File: src/rtl/nota_pkg.sv
// nota_pkg
// Shared definitions for the grade-classification display sequencer:
// the controller state encoding, the 7-segment patterns for each letter
// class, the grade thresholds and the grade clamp helper.
package nota_pkg;

    typedef enum logic [1:0] {
        COLLECT = 2'd0,
        SHOW    = 2'd1,
        AVG     = 2'd2,
        DONE    = 2'd3
    } state_t;

    // 7-segment patterns (bit 0 = segment a ... bit 6 = segment g)
    localparam logic [7:0] LETRA_A   = 8'h77;
    localparam logic [7:0] LETRA_P   = 8'h73;
    localparam logic [7:0] LETRA_F   = 8'h71;
    localparam logic [7:0] SEG_DASH  = 8'h40;
    localparam logic [7:0] SEG_BLANK = 8'h00;

    localparam logic [3:0] NOTA_MAX    = 4'd10;
    localparam logic [3:0] NOTA_APROV  = 4'd7;
    localparam logic [3:0] NOTA_REPROV = 4'd4;

    // Switch values above the maximum grade are saturated, not wrapped.
    function automatic logic [3:0] clamp_grade(input logic [3:0] grade);
        return (grade > NOTA_MAX) ? NOTA_MAX : grade;
    endfunction

endpackage

File: src/rtl/nota_classifier.sv
// nota_classifier
// Purely combinational mapping from a 4-bit grade to the 7-segment
// pattern of its letter class.
// Ports:
//   grade - grade to classify, 0..15 (callers pass clamped values)
//   seg   - 7-segment pattern: LETRA_A, LETRA_F or LETRA_P
module nota_classifier
    import nota_pkg::*;
(
    input  logic [3:0] grade,
    output logic [7:0] seg
);

    always_comb begin
        if (grade >= NOTA_APROV) begin
            seg = LETRA_A;
        end else if (grade < NOTA_REPROV) begin
            seg = LETRA_P;
        end else begin
            seg = LETRA_F;
        end
    end

endmodule

File: src/rtl/nota_sequencer.sv
// nota_sequencer
// Collects NALUNOS grades from the switches (one per rising edge of
// 'enter'), then steps through them showing each grade's letter class on
// the 7-segment display and {index, grade} on the LEDs, HOLD_CYCLES clock
// cycles per student, and finally parks in DONE until the next press.
// Optional feature: define NOTA_AVG_EN to add a running sum and an AVG
// display step (class average) between the last SHOW entry and DONE.
// Ports:
//   clk_2   - system clock, rising edge
//   reset   - synchronous, active-high
//   nota_in - grade on the switches, 0..15 (stored clamped to 10)
//   enter   - store button, level input; only its rising edge acts
//   SEG     - 7-segment pattern
//   LED     - {index[3:0], grade[3:0]} status
//   done    - high while in DONE
module nota_sequencer
    import nota_pkg::*;
#(
    parameter int NALUNOS     = 4,
    parameter int HOLD_CYCLES = 2
) (
    input  logic       clk_2,
    input  logic       reset,
    input  logic [3:0] nota_in,
    input  logic       enter,
    output logic [7:0] SEG,
    output logic [7:0] LED,
    output logic       done
);

    localparam int IDX_W = $clog2(NALUNOS);
    localparam int DW_W  = (HOLD_CYCLES > 1) ? $clog2(HOLD_CYCLES) : 1;

    localparam logic [IDX_W-1:0] IDX_LAST   = IDX_W'(NALUNOS - 1);
    localparam logic [DW_W-1:0]  DWELL_LAST = DW_W'(HOLD_CYCLES - 1);

    state_t           state;
    logic [IDX_W-1:0] idx;
    logic [DW_W-1:0]  dwell;
    logic             enter_q;
    logic [3:0]       grade_buf [NALUNOS];

    logic             store;
    logic [3:0]       nota_clamped;
    logic [3:0]       idx_wide;
    logic [3:0]       cur_grade;
    logic [3:0]       class_in;
    logic [7:0]       class_seg;

    assign store        = enter & ~enter_q;
    assign nota_clamped = clamp_grade(nota_in);
    assign idx_wide     = 4'(idx);
    assign cur_grade    = grade_buf[idx];

`ifdef NOTA_AVG_EN
    localparam int SUM_W     = $clog2(10 * NALUNOS + 1);
    localparam int AVG_SHIFT = $clog2(NALUNOS);

    logic [SUM_W-1:0] sum;
    logic [3:0]       avg;

    assign avg      = 4'(sum >> AVG_SHIFT);
    assign class_in = (state == AVG) ? avg : cur_grade;
`else
    assign class_in = cur_grade;
`endif

    nota_classifier u_classifier (
        .grade (class_in),
        .seg   (class_seg)
    );

    // Controller: collect a batch, show each entry for HOLD_CYCLES, then
    // wait in DONE. enter_q resets high so a button still held while reset
    // is released is not mistaken for a fresh press.
    always_ff @(posedge clk_2) begin
        if (reset) begin
            state   <= COLLECT;
            idx     <= '0;
            dwell   <= '0;
            enter_q <= 1'b1;
            for (int i = 0; i < NALUNOS; i++) begin
                grade_buf[i] <= '0;
            end
`ifdef NOTA_AVG_EN
            sum     <= '0;
`endif
        end else begin
            enter_q <= enter;
            case (state)
                COLLECT: begin
                    if (store) begin
                        grade_buf[idx] <= nota_clamped;
`ifdef NOTA_AVG_EN
                        sum <= sum + SUM_W'(nota_clamped);
`endif
                        if (idx == IDX_LAST) begin
                            state <= SHOW;
                            idx   <= '0;
                            dwell <= '0;
                        end else begin
                            idx <= idx + 1'b1;
                        end
                    end
                end
                SHOW: begin
                    if (dwell == DWELL_LAST) begin
                        dwell <= '0;
                        if (idx == IDX_LAST) begin
`ifdef NOTA_AVG_EN
                            state <= AVG;
`else
                            state <= DONE;
`endif
                        end else begin
                            idx <= idx + 1'b1;
                        end
                    end else begin
                        dwell <= dwell + 1'b1;
                    end
                end
`ifdef NOTA_AVG_EN
                AVG: begin
                    if (dwell == DWELL_LAST) begin
                        dwell <= '0;
                        state <= DONE;
                    end else begin
                        dwell <= dwell + 1'b1;
                    end
                end
`endif
                DONE: begin
                    // Old grades stay in the buffer and are overwritten by
                    // the next batch; only the running sum restarts.
                    if (store) begin
                        state <= COLLECT;
                        idx   <= '0;
`ifdef NOTA_AVG_EN
                        sum   <= '0;
`endif
                    end
                end
                default: begin
                    state <= COLLECT;
                    idx   <= '0;
                    dwell <= '0;
                end
            endcase
        end
    end

    // Moore output decode of the registered state.
    always_comb begin
        SEG  = SEG_BLANK;
        LED  = 8'h00;
        done = 1'b0;
        case (state)
            COLLECT: begin
                LED = {idx_wide, 4'h0};
            end
            SHOW: begin
                SEG = class_seg;
                LED = {idx_wide, cur_grade};
            end
`ifdef NOTA_AVG_EN
            AVG: begin
                SEG = class_seg;
                LED = {4'hF, avg};
            end
`endif
            DONE: begin
                SEG  = SEG_DASH;
                done = 1'b1;
            end
            default: begin
                SEG = SEG_BLANK;
            end
        endcase
    end

endmodule

File: config.mk
export PLATFORM = sky130hd
export DESIGN_NAME = nota_sequencer
export DESIGN_NICKNAME = d
export VERILOG_FILES = /design/src/rtl/nota_pkg.sv /design/src/rtl/nota_classifier.sv /design/src/rtl/nota_sequencer.sv
export SDC_FILE = /design/constraint.sdc
export NUM_CORES = 1
export LEC_CHECK = 0
export ABC_AREA = 1
export BUFFER_PORTS_ARGS = -buffer_cell sky130_fd_sc_hd__buf_4
export CAP_MARGIN = 20
export CORE_MARGIN = 3
export CORE_UTILIZATION = 50
export CTS_CLUSTER_DIAMETER = 50
export DETAILED_ROUTE_END_ITERATION = 12
export HOLD_SLACK_MARGIN = 0.08
export MAX_ROUTING_LAYER = met4
export PLACE_DENSITY = 0.75
export SYNTH_ARGS = -nofsm -noshare
export SYNTH_HDL_FRONTEND = slang
export SYNTH_SLANG_ARGS = --single-unit
export TNS_END_PERCENT = 20
File: constraint.sdc
create_clock -name clk_2 -period 2.65 [get_ports clk_2]
set_input_delay 0.265 -clock clk_2 [delete_from_list [all_inputs] [get_ports clk_2]]
set_output_delay 0.265 -clock clk_2 [all_outputs]
set_load 0.005 [all_outputs]
Word-level counts from Yosys, hierarchy flattened
Memory sizes are Yosys's and may differ from the RTL's. A register that Yosys moved wholly into a read port is not among the register bits.
Cells that the tools add are included.

word-level totals
  word-level logic and storage cells = 59
  output and inout port bits = 17
  memories = 1
  input bits = 7
  register bits after elaboration = 6
  RAM bits = 16

memory list
  name       depth  bits a word  rd ports  clocked after Yosys merged registers in  write ports  line                  RTL
  grade_buf  4      4            1         1                                        4            nota_sequencer.sv:41  logic [3:0] grade_buf [NALUNOS];

operators by class
  reductions and logical operators = 5
  equal/unequal tests = 9
  $add $sub $neg = 2
  mux-type cells = 32
  bitwise gates (word level) = 3
  $lt $le $gt $ge = 3

operators by type and width
  cell                                                                    number
  2-bit two-way mux                                                       13
  8-bit one-hot mux with 2 select lines                                   1
  2-bit != test (second input constant)                                   6
  2-bit one-hot mux with 3 select lines                                   2
  6-bit one-hot mux with 2 select lines                                   1
  1-bit two-way mux                                                       11
  4-bit two-way mux                                                       2
  8-bit two-way mux                                                       1
  5-bit AND reduction                                                     1
  2-bit equality test (second input constant)                             2
  4-bit by 3-bit >= comparator with 1-bit output (second input constant)  1
  4-bit greater-than comparator (second input constant)                   1
  4-bit by 3-bit < comparator with 1-bit output (second input constant)   1
  4-bit AND reduction                                                     1
  4-bit OR reduction                                                      1
  1-bit one-hot mux with 3 select lines                                   1
  3-bit AND reduction                                                     1
  2-bit by 1-bit adder with 2-bit output (second input constant)          1
  2-bit by 1-bit equality test with 1-bit output (second input constant)  1
  2-bit logical NOT                                                       1
  1-bit inverter                                                          2
  1-bit adder (second input constant)                                     1
  1-bit AND                                                               1

Logic depth before layout (Yosys ltp)
  depth in word-level cells = 8
  depth in mapped cells = 8
  mapped depth without buffers = 8

Hierarchy
Synthesis repeated with hierarchy kept, for this count alone.

unflattened totals
  cell total of the unflattened synthesis = 176
  area total of the unflattened synthesis = 1346.3 µm²

modules (own cells, without submodules)
  module           sequential area each (µm²)  cells each  times used  area each (µm²)
  nota_sequencer   640.6                       163         1           1272.5
  nota_classifier  0.0                         13          1           73.8

Worst setup path before layout
Ideal clock, no wire load.

  kind = reg2reg
  from = register state[1]
  to = memory grade_buf[3][0], enable pin
  arrival time = 0.972 ns
  buffers on the path = 0
  path slack = 1.305 ns
  data required time = 2.277 ns
  library setup time = 0.373 ns
  clock period less this slack = 1.345 ns
  cell stages (with the launch flop) = 4
  cells stage by stage = dfxtp_1 -> inv_2 -> nand2_2 -> o31ai_1

RTL lines
  item                    line                   RTL
  from (decl)             nota_sequencer.sv:37   state_t state;
  from (signal assigned)  nota_sequencer.sv:78   state <= COLLECT;
  from (signal assigned)  nota_sequencer.sv:98   state <= SHOW;
  from (signal assigned)  nota_sequencer.sv:113  state <= DONE;
  to (decl)               nota_sequencer.sv:41

==> flow_summary.json <==
{
  "status": "completed",
  "grt_usage": 0.1652,
  "end_kind": "primary output",
  "worst_slew_pin_slew_ns": 0.6181,
  "fin_util": 0.6258,
  "synthCells": 150,
  "hold_violations": 0,
  "gp_congestion": 0.8722,
  "remaining_drc_errors": 0,
  "post_cts_buffers": 0,
  "postCtsHoldBufs": 0,
  "critPathMaxStageDelay_ns": 0.55,
  "placed_cell_area_sq_um": 1390,
  "path_class": "reg -> out",
  "tritoncts": "built",
  "grt_max_degree": 15,
  "syn2layout_area_growth_pct": 14.56,
  "drtPass1Iterations": 4,
  "seqCellArea_sq_um": 640.6,
  "die_h_um": 56.10,
  "hp-class": "in -> reg",
  "critPathCapture": "SEG[1]",
  "leakage_nw": 0.6663,
  "clk_pin_slew_worst_paths_ns": 0.13,
  "final_max_slew_viol_count": 0,
  "grt_pass1_wl_um": 3967,
  "relSlewSlack": 0.5844,
  "avgSynthCellArea_sq_um": 8.366,
  "grt_pass1_vias": 883,
  "synthesis.area_sq_um": 1255,
  "clockRootBuffer": "clkbuf_4",
  "core_area_sq_um": 2297,
  "cp.depth": 6,
  "cts.htree.levels": 1,
  "avgViaCountPerCell": 4.990,
  "fin_tns_setup_ns": 0,
  "antenna_found_initial": 0,
  "cp.arrival_ns": 1.65,
  "clock_path_buffers": 2,
  "synth_warnings": 0,
  "wl_per_cell_um": 11.95,
  "ys_types": 28,
  "required_ns": 2.38,
  "port_buffers": 19,
  "cts_sinks": 24,
  "cts.repair.resized": 0,
  "dp_hpwl_um": 1926,
  "r2r_end": "grade_buf[3][0]",
  "cpMostUsedCell": "nand3_1",
  "row_count": 17,
  "num_antenna_cells": 0,
  "fin_crit_ns": 1.919,
  "seq_area_frac_synth": 0.5105,
  "fill_cells": 207,
  "drt_iter0_drc": 32,
  "period_share": 0.7243,
  "layout-drive-gt1-share": 0.2262,
  "peakVddDrop_uv": 359.5,
  "vias": 978,
  "clock_latency_ns": 0.31,
  "fin_area_sq_um": 1438,
  "nets": 177,
  "path_delay_family": "flip-flops",
  "crit_chain": "inv_2 -> o21ai_0 -> nand2_1 -> nand3_1 -> nand3_1 -> buf_4",
  "cp_slowest_cell": "dfxtp_1",
  "r2r_start": "state[1]",
  "die-area_sq_um": 3147,
  "ant_nets": 0,
  "cts_buffers": 3,
  "rsz0062_at_grt": "false",
  "gr-total-overflow": 0,
  "finClkSkew_ns": 0.009262,
  "reg2reg_slack_ns": 1.12,
  "setup_violations": 0,
  "path_buf_inv": 2,
  "dp_slack_ns": 1.080,
  "powerDensity_nw_per_um2": 483.4,
  "drt_wl_total_um": 2342,
  "rr_worst_depth": 3,
  "maxCapViolCount": 0,
  "pin_count": 24,
  "worst_slack_ns": 0.7307,
  "clock.fmax_mhz": 521.0,
  "critical_path.startpoint_type": "flop",
  "start_util": 0.5463,
  "die_w_um": 56.10,
  "critPathMaxFanout": 9,
  "multi_input_area_sq_um": 500.5,
  "layout_common_cells": "nand2_1, nor2_1, buf_4",
  "final_common_cell": "nand2_1",
  "yosys_register_bits": 24
}
[how the worst min path moves through the flow]
stage,from,endpoint,slack [ns],cells after the start
6_report,reset,dwell,0.15,2
5_1_grt,reset,dwell,0.13,2
4_1_cts,reset,state[1],0.13,2
3_5_place_dp,reset,state[1],0.48,2
3_3_place_gp,reset,state[1],0.48,2
2_1_floorplan,reset,dwell,0.33,1
[cells in the mapped netlist, drive strengths merged]
| library cell | n | area, sq um |
|---|---|---|
| o211ai | 1 | 7.510 |
| nand3 | 8 | 40.04 |
| buf | 7 | 50.04 |
| dfxtp | 8 | 160.2 |
| inv | 19 | 71.32 |
| o31ai | 1 | 7.510 |
| nand2 | 39 | 168.9 |
| conb | 1 | 3.750 |
| nor3 | 1 | 5.000 |
| o21ai | 6 | 41.29 |
| and2 | 1 | 6.260 |
| nor2 | 28 | 115.1 |
| edfxtp | 16 | 480.5 |
| nand4 | 3 | 33.78 |
| a21oi | 7 | 35.03 |
| or2 | 2 | 12.52 |
| ha | 1 | 12.51 |
| clkbuf | 1 | 3.750 |
[power breakdown]
part | internal [mW] | switching (mW) | total [mW]
Sequential | 0.411 | 0.00729 | 0.419
Clock | 0.115 | 0.106 | 0.221
Combinational | 0.0199 | 0.0354 | 0.0553
Total | 0.546 | 0.148 | 0.695
[cell families (layout without fill, tap and decap cells)]
group                      count (synthesis)  in the layout  share of synthesized area
AOI/OAI and AO/OA                         15             15                    0.07278
adders and majority gates                  1              1                   0.009968
buffers and inverters                     27             42                    0.09969
DFF                                       24             24                     0.5105
other                                      1              4                   0.002988
and+or+nand+nor                           82             82                     0.3041
[per-stage QoR]
step	std cells	hold WS [ns]	total power [mW]
after global routing	196	0.1285	0.7282
after CTS	196	0.1349	0.7031
after floorplan	153	0.3341	0.4658
after detailed placement	192	0.4842	0.4829
final	196	0.1451	0.6950
after global placement	192	0.4782	0.4803
[final cells by class]
cell class,instances,area share
Sequential cell,24,0.4456
Multi-Input combinational cell,102,0.3481
Timing Repair Buffer,19,0.09922
Inverter,19,0.04961
Clock buffer,4,0.03307
Tap cell,28,0.02437
[layer usage]
metal | wire length [um] | global-route usage
met2 | 1094 | 0.2554
met3 | 131 | 0.02320
met4 | 26 | 0.07119
met5 | 0 | -
met1 | 1090 | 0.2161
[state kept, by name (all words and copies together) (netlist names), named ones only]
name       cells
dwell          1
idx            2
enter_q        1
grade_buf     16
state          2
Note: power is estimated with default switching activity, not from simulation.
